File: src/rtl/keypad_event_pkg.sv
// rtl/keypad_event_pkg.sv - shared keypad FSM states, column drives and key codes
package keypad_event_pkg;

    typedef enum logic [2:0] {
        ST_IDLE,
        ST_SCAN,
        ST_DEBOUNCE,
        ST_ACCEPT,
        ST_HOLD,
        ST_RELEASE
    } kp_state_e;

    localparam logic [2:0] COL_NONE = 3'b000;
    localparam logic [2:0] COL_1    = 3'b001;
    localparam logic [2:0] COL_2    = 3'b010;
    localparam logic [2:0] COL_3    = 3'b100;

    localparam logic [3:0] KEY_0    = 4'd0;
    localparam logic [3:0] KEY_STAR = 4'd10;
    localparam logic [3:0] KEY_HASH = 4'd11;

    function automatic logic [2:0] next_col(input logic [2:0] col);
        logic [2:0] nc;
        case (col)
            COL_1:   nc = COL_2;
            COL_2:   nc = COL_3;
            default: nc = COL_1;
        endcase
        return nc;
    endfunction

    // Row 4 is the odd one out: *, 0, # instead of a digit run.
    function automatic logic [3:0] key_decode(input logic [2:0] col, input logic [3:0] row);
        logic [3:0] code;
        logic [1:0] c;
        c = (col == COL_3) ? 2'd2 : (col == COL_2) ? 2'd1 : 2'd0;
        case (row)
            4'b0001: code = 4'd1 + {2'b00, c};
            4'b0010: code = 4'd4 + {2'b00, c};
            4'b0100: code = 4'd7 + {2'b00, c};
            4'b1000: code = (c == 2'd0) ? KEY_STAR : (c == 2'd1) ? KEY_0 : KEY_HASH;
            default: code = KEY_0;
        endcase
        return code;
    endfunction

endpackage

File: src/rtl/keypad_event_tick_gen.sv
// rtl/keypad_event_tick_gen.sv - single-cycle scan enable every TICK_DIV+1 clocks
module tick_gen #(
    parameter int TICK_DIV = 24999
) (
    input  logic clk,
    input  logic rst,
    output logic tick
);

    localparam int W = (TICK_DIV > 0) ? $clog2(TICK_DIV + 1) : 1;
    localparam logic [W-1:0] LAST = W'(TICK_DIV);

    logic [W-1:0] r_cnt;
    logic         w_last;

    assign w_last = (r_cnt == LAST);
    assign tick   = w_last;

    always_ff @(posedge clk or posedge rst) begin
        if (rst) begin
            r_cnt <= '0;
        end else if (w_last) begin
            r_cnt <= '0;
        end else begin
            r_cnt <= r_cnt + W'(1);
        end
    end

endmodule

File: src/rtl/keypad_event.sv
// rtl/keypad_event.sv - 3x4 keypad scanner with press/release debounce and one pulse per key
module keypad_event
    import keypad_event_pkg::*;
#(
    parameter int TICK_DIV  = 24999,
    parameter int DEB_TICKS = 20
) (
    input  logic       clk,
    input  logic       rst,
    input  logic [3:0] key_row,
    output logic [2:0] key_col,
    output logic       key_valid,
    output logic [3:0] key_code,
    output logic       key_held
);

    localparam int CW = $clog2(DEB_TICKS) + 1;
    localparam logic [CW-1:0] DEB_LAST = CW'(DEB_TICKS - 1);
    localparam logic [CW-1:0] CNT_MAX  = '1;

    kp_state_e     r_state, w_state_nx;
    logic [2:0]    r_col, w_col_nx;
    logic [3:0]    r_row_snap, w_row_snap_nx;
    logic [CW-1:0] r_deb_cnt, w_deb_cnt_nx;
    logic [3:0]    r_code, w_code_nx;
    logic          r_held, w_held_nx;

    logic          w_tick;
    logic          w_row_idle;
    logic          w_snap_onehot;
    logic [CW-1:0] w_deb_inc;

    tick_gen #(
        .TICK_DIV(TICK_DIV)
    ) u_tick_gen (
        .clk  (clk),
        .rst  (rst),
        .tick (w_tick)
    );

    assign w_row_idle    = (key_row == 4'b0000);
    assign w_snap_onehot = (r_row_snap != 4'b0000) && ((r_row_snap & (r_row_snap - 4'd1)) == 4'b0000);
    assign w_deb_inc     = (r_deb_cnt == CNT_MAX) ? r_deb_cnt : r_deb_cnt + CW'(1);

    always_ff @(posedge clk or posedge rst) begin
        if (rst) begin
            r_state    <= ST_IDLE;
            r_col      <= COL_NONE;
            r_row_snap <= 4'b0000;
            r_deb_cnt  <= '0;
            r_code     <= KEY_0;
            r_held     <= 1'b0;
        end else begin
            r_state    <= w_state_nx;
            r_col      <= w_col_nx;
            r_row_snap <= w_row_snap_nx;
            r_deb_cnt  <= w_deb_cnt_nx;
            r_code     <= w_code_nx;
            r_held     <= w_held_nx;
        end
    end

    // key_code and key_held are loaded on the completing tick so they line up with key_valid.
    always_comb begin
        w_state_nx    = r_state;
        w_col_nx      = r_col;
        w_row_snap_nx = r_row_snap;
        w_deb_cnt_nx  = r_deb_cnt;
        w_code_nx     = r_code;
        w_held_nx     = r_held;
        case (r_state)
            ST_IDLE: begin
                if (w_tick) begin
                    w_state_nx = ST_SCAN;
                    w_col_nx   = COL_1;
                end
            end
            ST_SCAN: begin
                if (w_tick) begin
                    if (w_row_idle) begin
                        w_col_nx = next_col(r_col);
                    end else begin
                        w_row_snap_nx = key_row;
                        w_deb_cnt_nx  = '0;
                        w_state_nx    = ST_DEBOUNCE;
                    end
                end
            end
            ST_DEBOUNCE: begin
                if (w_tick) begin
                    if ((key_row == r_row_snap) && w_snap_onehot) begin
                        w_deb_cnt_nx = w_deb_inc;
                        if (r_deb_cnt == DEB_LAST) begin
                            w_state_nx = ST_ACCEPT;
                            w_code_nx  = key_decode(r_col, r_row_snap);
                            w_held_nx  = 1'b1;
                        end
                    end else begin
                        w_state_nx   = ST_SCAN;
                        w_col_nx     = next_col(r_col);
                        w_deb_cnt_nx = '0;
                    end
                end
            end
            ST_ACCEPT: begin
                w_state_nx = ST_HOLD;
            end
            ST_HOLD: begin
                if (w_tick && w_row_idle) begin
                    w_deb_cnt_nx = '0;
                    w_state_nx   = ST_RELEASE;
                end
            end
            ST_RELEASE: begin
                if (w_tick) begin
                    if (!w_row_idle) begin
                        w_state_nx = ST_HOLD;
                    end else if (r_deb_cnt == DEB_LAST) begin
                        w_held_nx    = 1'b0;
                        w_col_nx     = next_col(r_col);
                        w_deb_cnt_nx = '0;
                        w_state_nx   = ST_SCAN;
                    end else begin
                        w_deb_cnt_nx = w_deb_inc;
                    end
                end
            end
            default: begin
                w_state_nx = ST_IDLE;
                w_col_nx   = COL_NONE;
            end
        endcase
    end

    assign key_col   = r_col;
    assign key_valid = (r_state == ST_ACCEPT);
    assign key_code  = r_code;
    assign key_held  = r_held;

endmodule
File: config.mk
export PLATFORM = sky130hd
export DESIGN_NAME = keypad_event
export DESIGN_NICKNAME = d
export VERILOG_FILES = /design/src/rtl/keypad_event_pkg.sv /design/src/rtl/keypad_event_tick_gen.sv /design/src/rtl/keypad_event.sv
export SDC_FILE = /design/constraint.sdc
export NUM_CORES = 1
export LEC_CHECK = 0
export ABC_AREA = 0
export CAP_MARGIN = 10
export CORE_ASPECT_RATIO = 0.75
export CORE_MARGIN = 3
export CORE_UTILIZATION = 35
export CTS_CLUSTER_DIAMETER = 60
export DETAILED_ROUTE_END_ITERATION = 12
export RECOVER_POWER = 100
export SYNTH_ARGS = -nofsm -noshare
export SYNTH_HDL_FRONTEND = slang
export SYNTH_SLANG_ARGS = --single-unit
File: constraint.sdc
create_clock -name clk -period 4.7 [get_ports clk]
set_input_delay 1.41 -clock clk [delete_from_list [all_inputs] [get_ports clk]]
set_output_delay 1.41 -clock clk [all_outputs]
set_load 0.005 [all_outputs]
==> impl_metrics.csv <==
group,metric,value,unit
flow_run,cap_viol_max_count,1,
worst_setup_path,startpoint_type,"input pin",
min_path,hold_class,"flop to flop",
sta,rsz0062_at_grt,"false",
routing,wl_per_cell,14.18,um
sta,drv_slew,37,
logic_synthesis,synth.distinct_cells,50,
logic_synthesis,syn_area,2077,um^2
routing,dr.pass1.iters,4,
layout,insertedDiodeCount,0,
cts,root_buffer,"clkbuf_8",
layout,drive_above_1_share,9.211,%
cts,cts_max_level,2,
grt,antenna_found_initial,0,
worst_setup_path,crit_arrival,3830,ps
cts,clk_latency,290,ps
floorplan,initial_utilization,37.59,%
logic_synthesis,syn_avg_cell_area,9.706,um^2
cts,cts.sinks,36,
sta,max_slew.worst_pin.slew,1916,ps
cts,post_cts_resized,0,
logic_synthesis,yosysSeqAreaShare,43.37,%
min_path,whs_path_depth,1,
worst_setup_path,end_kind,"flop",
worst_setup_path,r2r-start,"u_tick_gen.r_cnt[0]$_DFF_PP0_",
pwr,p_per_area,247.7,nW/um^2
floorplan,die-area,6904,um^2
routing,wirelength,4.298,mm
routing,ant_nets,0,
cts,cts_buffers,5,
grt,track_usage,13.73,%
floorplan,die_w,94.95,um
floorplan,core_area,5525,um^2
sta,finClkSkew,8.002,ps
sta,max-slew-margin-rel,-27.70,%
placement,hpwl,3.090,mm
status,outcome,"finished, violations left",
grt,overflow,0,
worst_setup_path,required,4860,ps
sta,tns,0,ps
sta,period_share,78.05,%
cts,clock_path_buffers,2,
status,violations,"max-capacitance violations, max-slew violations",
min_path,min_to,"u_tick_gen.r_cnt[0]$_DFF_PP0_",
cts,hold_buffers,0,
logic_synthesis,synth_fp_nets,222,
layout,final_common_cell,"dfrtp_1",
sta,hold_viol,0,
routing,drc_errors,0,
cts,cts_setup_buffers,0,
floorplan,io_pins,15,
sta,fmax,0.2726,GHz
logic_synthesis,yosysWarnings,0,
grt,grt_pass1_wl,7.265,mm
layout,final_nets,235,
sta,min_period,3668,ps
min_path,hold_start,"u_tick_gen.r_cnt[0]$_DFF_PP0_",
grt,grt_max_degree,37,
layout,syn_to_final_growth,15.00,%
worst_setup_path,path_class,"input pin to flop",
logic_synthesis,synth-async-reset-ratio,100.0,%
pwr,ir_drop,0.0001741,V
logic_synthesis,synth-main-ff-cell,"dfrtp_1",
logic_synthesis,ys_seq_elements,36,
floorplan,dieHeight,72.72,um
routing,drtIter0Drc,133,
pwr,p_leak,1.028,nW
cts,clk_pin_slew_worst_paths,70,ps
worst_setup_path,ff2ff_path_depth,6,
worst_setup_path,timing.rr.end,"r_state[2]$_DFFE_PP0P_",
placement,globalplace.congestion,0.8472,
logic_synthesis,synth_edf_count,0,
grt,grt_pass1_vias,1478,
cts,cts_tree,"built",
routing,viasPerCell,5.558,
layout,postLayoutCoreUtil,43.23,%
routing,num_vias,1684,
placement,io_buffers,14,
layout,mostFrequentLayoutCells,"dfrtp_1, nand3_1, nand2_1",
sta,finalSetupViolCount,0,
floorplan,num_rows,23,
logic_synthesis,netlist_instances,214,
worst_setup_path,ff2ff_setup_slack,1780,ps
worst_setup_path,worst-path-max-fanout,8,
[registers in the layout (all words and copies together) (netlist names)]
register,cells
r_row_snap,4
r_state,3
key_held,1
u_tick_gen.r_cnt,15
key_col,3
key_code,4
r_deb_cnt,6
[cell type report]
cell class,count,area [um^2]
multi-input cells,158,1101
clock buffers,6,72.57
fillers,538,3137
well taps,75,93.84
clock inverters,2,35.03
repair buffers,15,143.9
inverters,11,41.29
flip-flops and latches,36,900.9
[where the power goes]
| part | total (mW) | internal (mW) | switching (mW) |
|---|---|---|---|
| registers | 0.310 | 0.310 | 0 |
| clock network | 0.267 | 0.157 | 0.110 |
| logic | 0.0150 | 0.00562 | 0.00936 |
| total | 0.592 | 0.473 | 0.119 |
[cells by family after synthesis]
kind of cell	share of synthesized area, %
compound gates	16.15
xor+xnor	7.169
fa+ha+maj	1.205
buf+inv	3.614
flops	43.37
mux	5.844
simple gates	22.65
[synthesized netlist by cell type (3+ instances only)]
cell type | count | share of area (%)
dfrtp_1 | 36 | 43
nand2_1 | 13 | 2.3
nand3_1 | 13 | 3.1
nor2_1 | 12 | 2.2
inv_1 | 11 | 2.0
a21oi_1 | 10 | 2.4
clkbuf_1 | 9 | 1.6
mux2_2 | 9 | 4.9
nor3_1 | 9 | 2.2
xor2_1 | 9 | 3.8
xnor2_1 | 8 | 3.4
o21ai_0 | 7 | 1.7
a31oi_1 | 4 | 1.2
and3_1 | 4 | 1.2
or3_1 | 4 | 1.2
a22o_1 | 3 | 1.3
nand2b_1 | 3 | 0.90
nor2b_1 | 3 | 0.90
[critical path, stage by stage]
cell and delay (ps):
dlygate4sd3_1 590, nor4_1 830, mux2_1 410, o211a_1 300, a41oi_1 240, a21oi_1 60
[per-stage QoR]
stage                     setup WS (ps)  power, mW  cell area, um^2  hold slack (ps)  std cells
final                              1032     0.5916             2389            483.9        303
after global routing              857.9     0.6160             2389            516.3        303
after CTS                          1129     0.6027             2392            489.2        303
after detailed placement          807.6     0.3321             2285            479.1        295
after global placement            917.6     0.3320             2285            475.5        295
after floorplan                    1590     0.3236             2077            454.9        214
[worst max-delay path by stage]
stage,startpoint,endpoint,cells past startpoint
after global routing,key_row[2],r_deb_cnt[3]$_DFFE_PP0P_,6
after detailed placement,key_row[1],r_deb_cnt[3]$_DFFE_PP0P_,6
after global placement,key_row[0],r_deb_cnt[3]$_DFFE_PP0P_,6
final,key_row[2],r_deb_cnt[3]$_DFFE_PP0P_,6
after CTS,key_row[1],r_deb_cnt[3]$_DFFE_PP0P_,6
after floorplan,key_row[0],r_deb_cnt[3]$_DFFE_PP0P_,5
[layer usage]
metal	share of wire, %	track usage, %	vias to the layer above	wire (um)
met4	2.0	6.240	0	84
met5	0	0	-	0
met3	5.8	3.402	8	248
met2	40	18.05	50	1705
li1	-	-	822	-
met1	53	20.83	804	2260
Power figures use the tool's default switching activity.
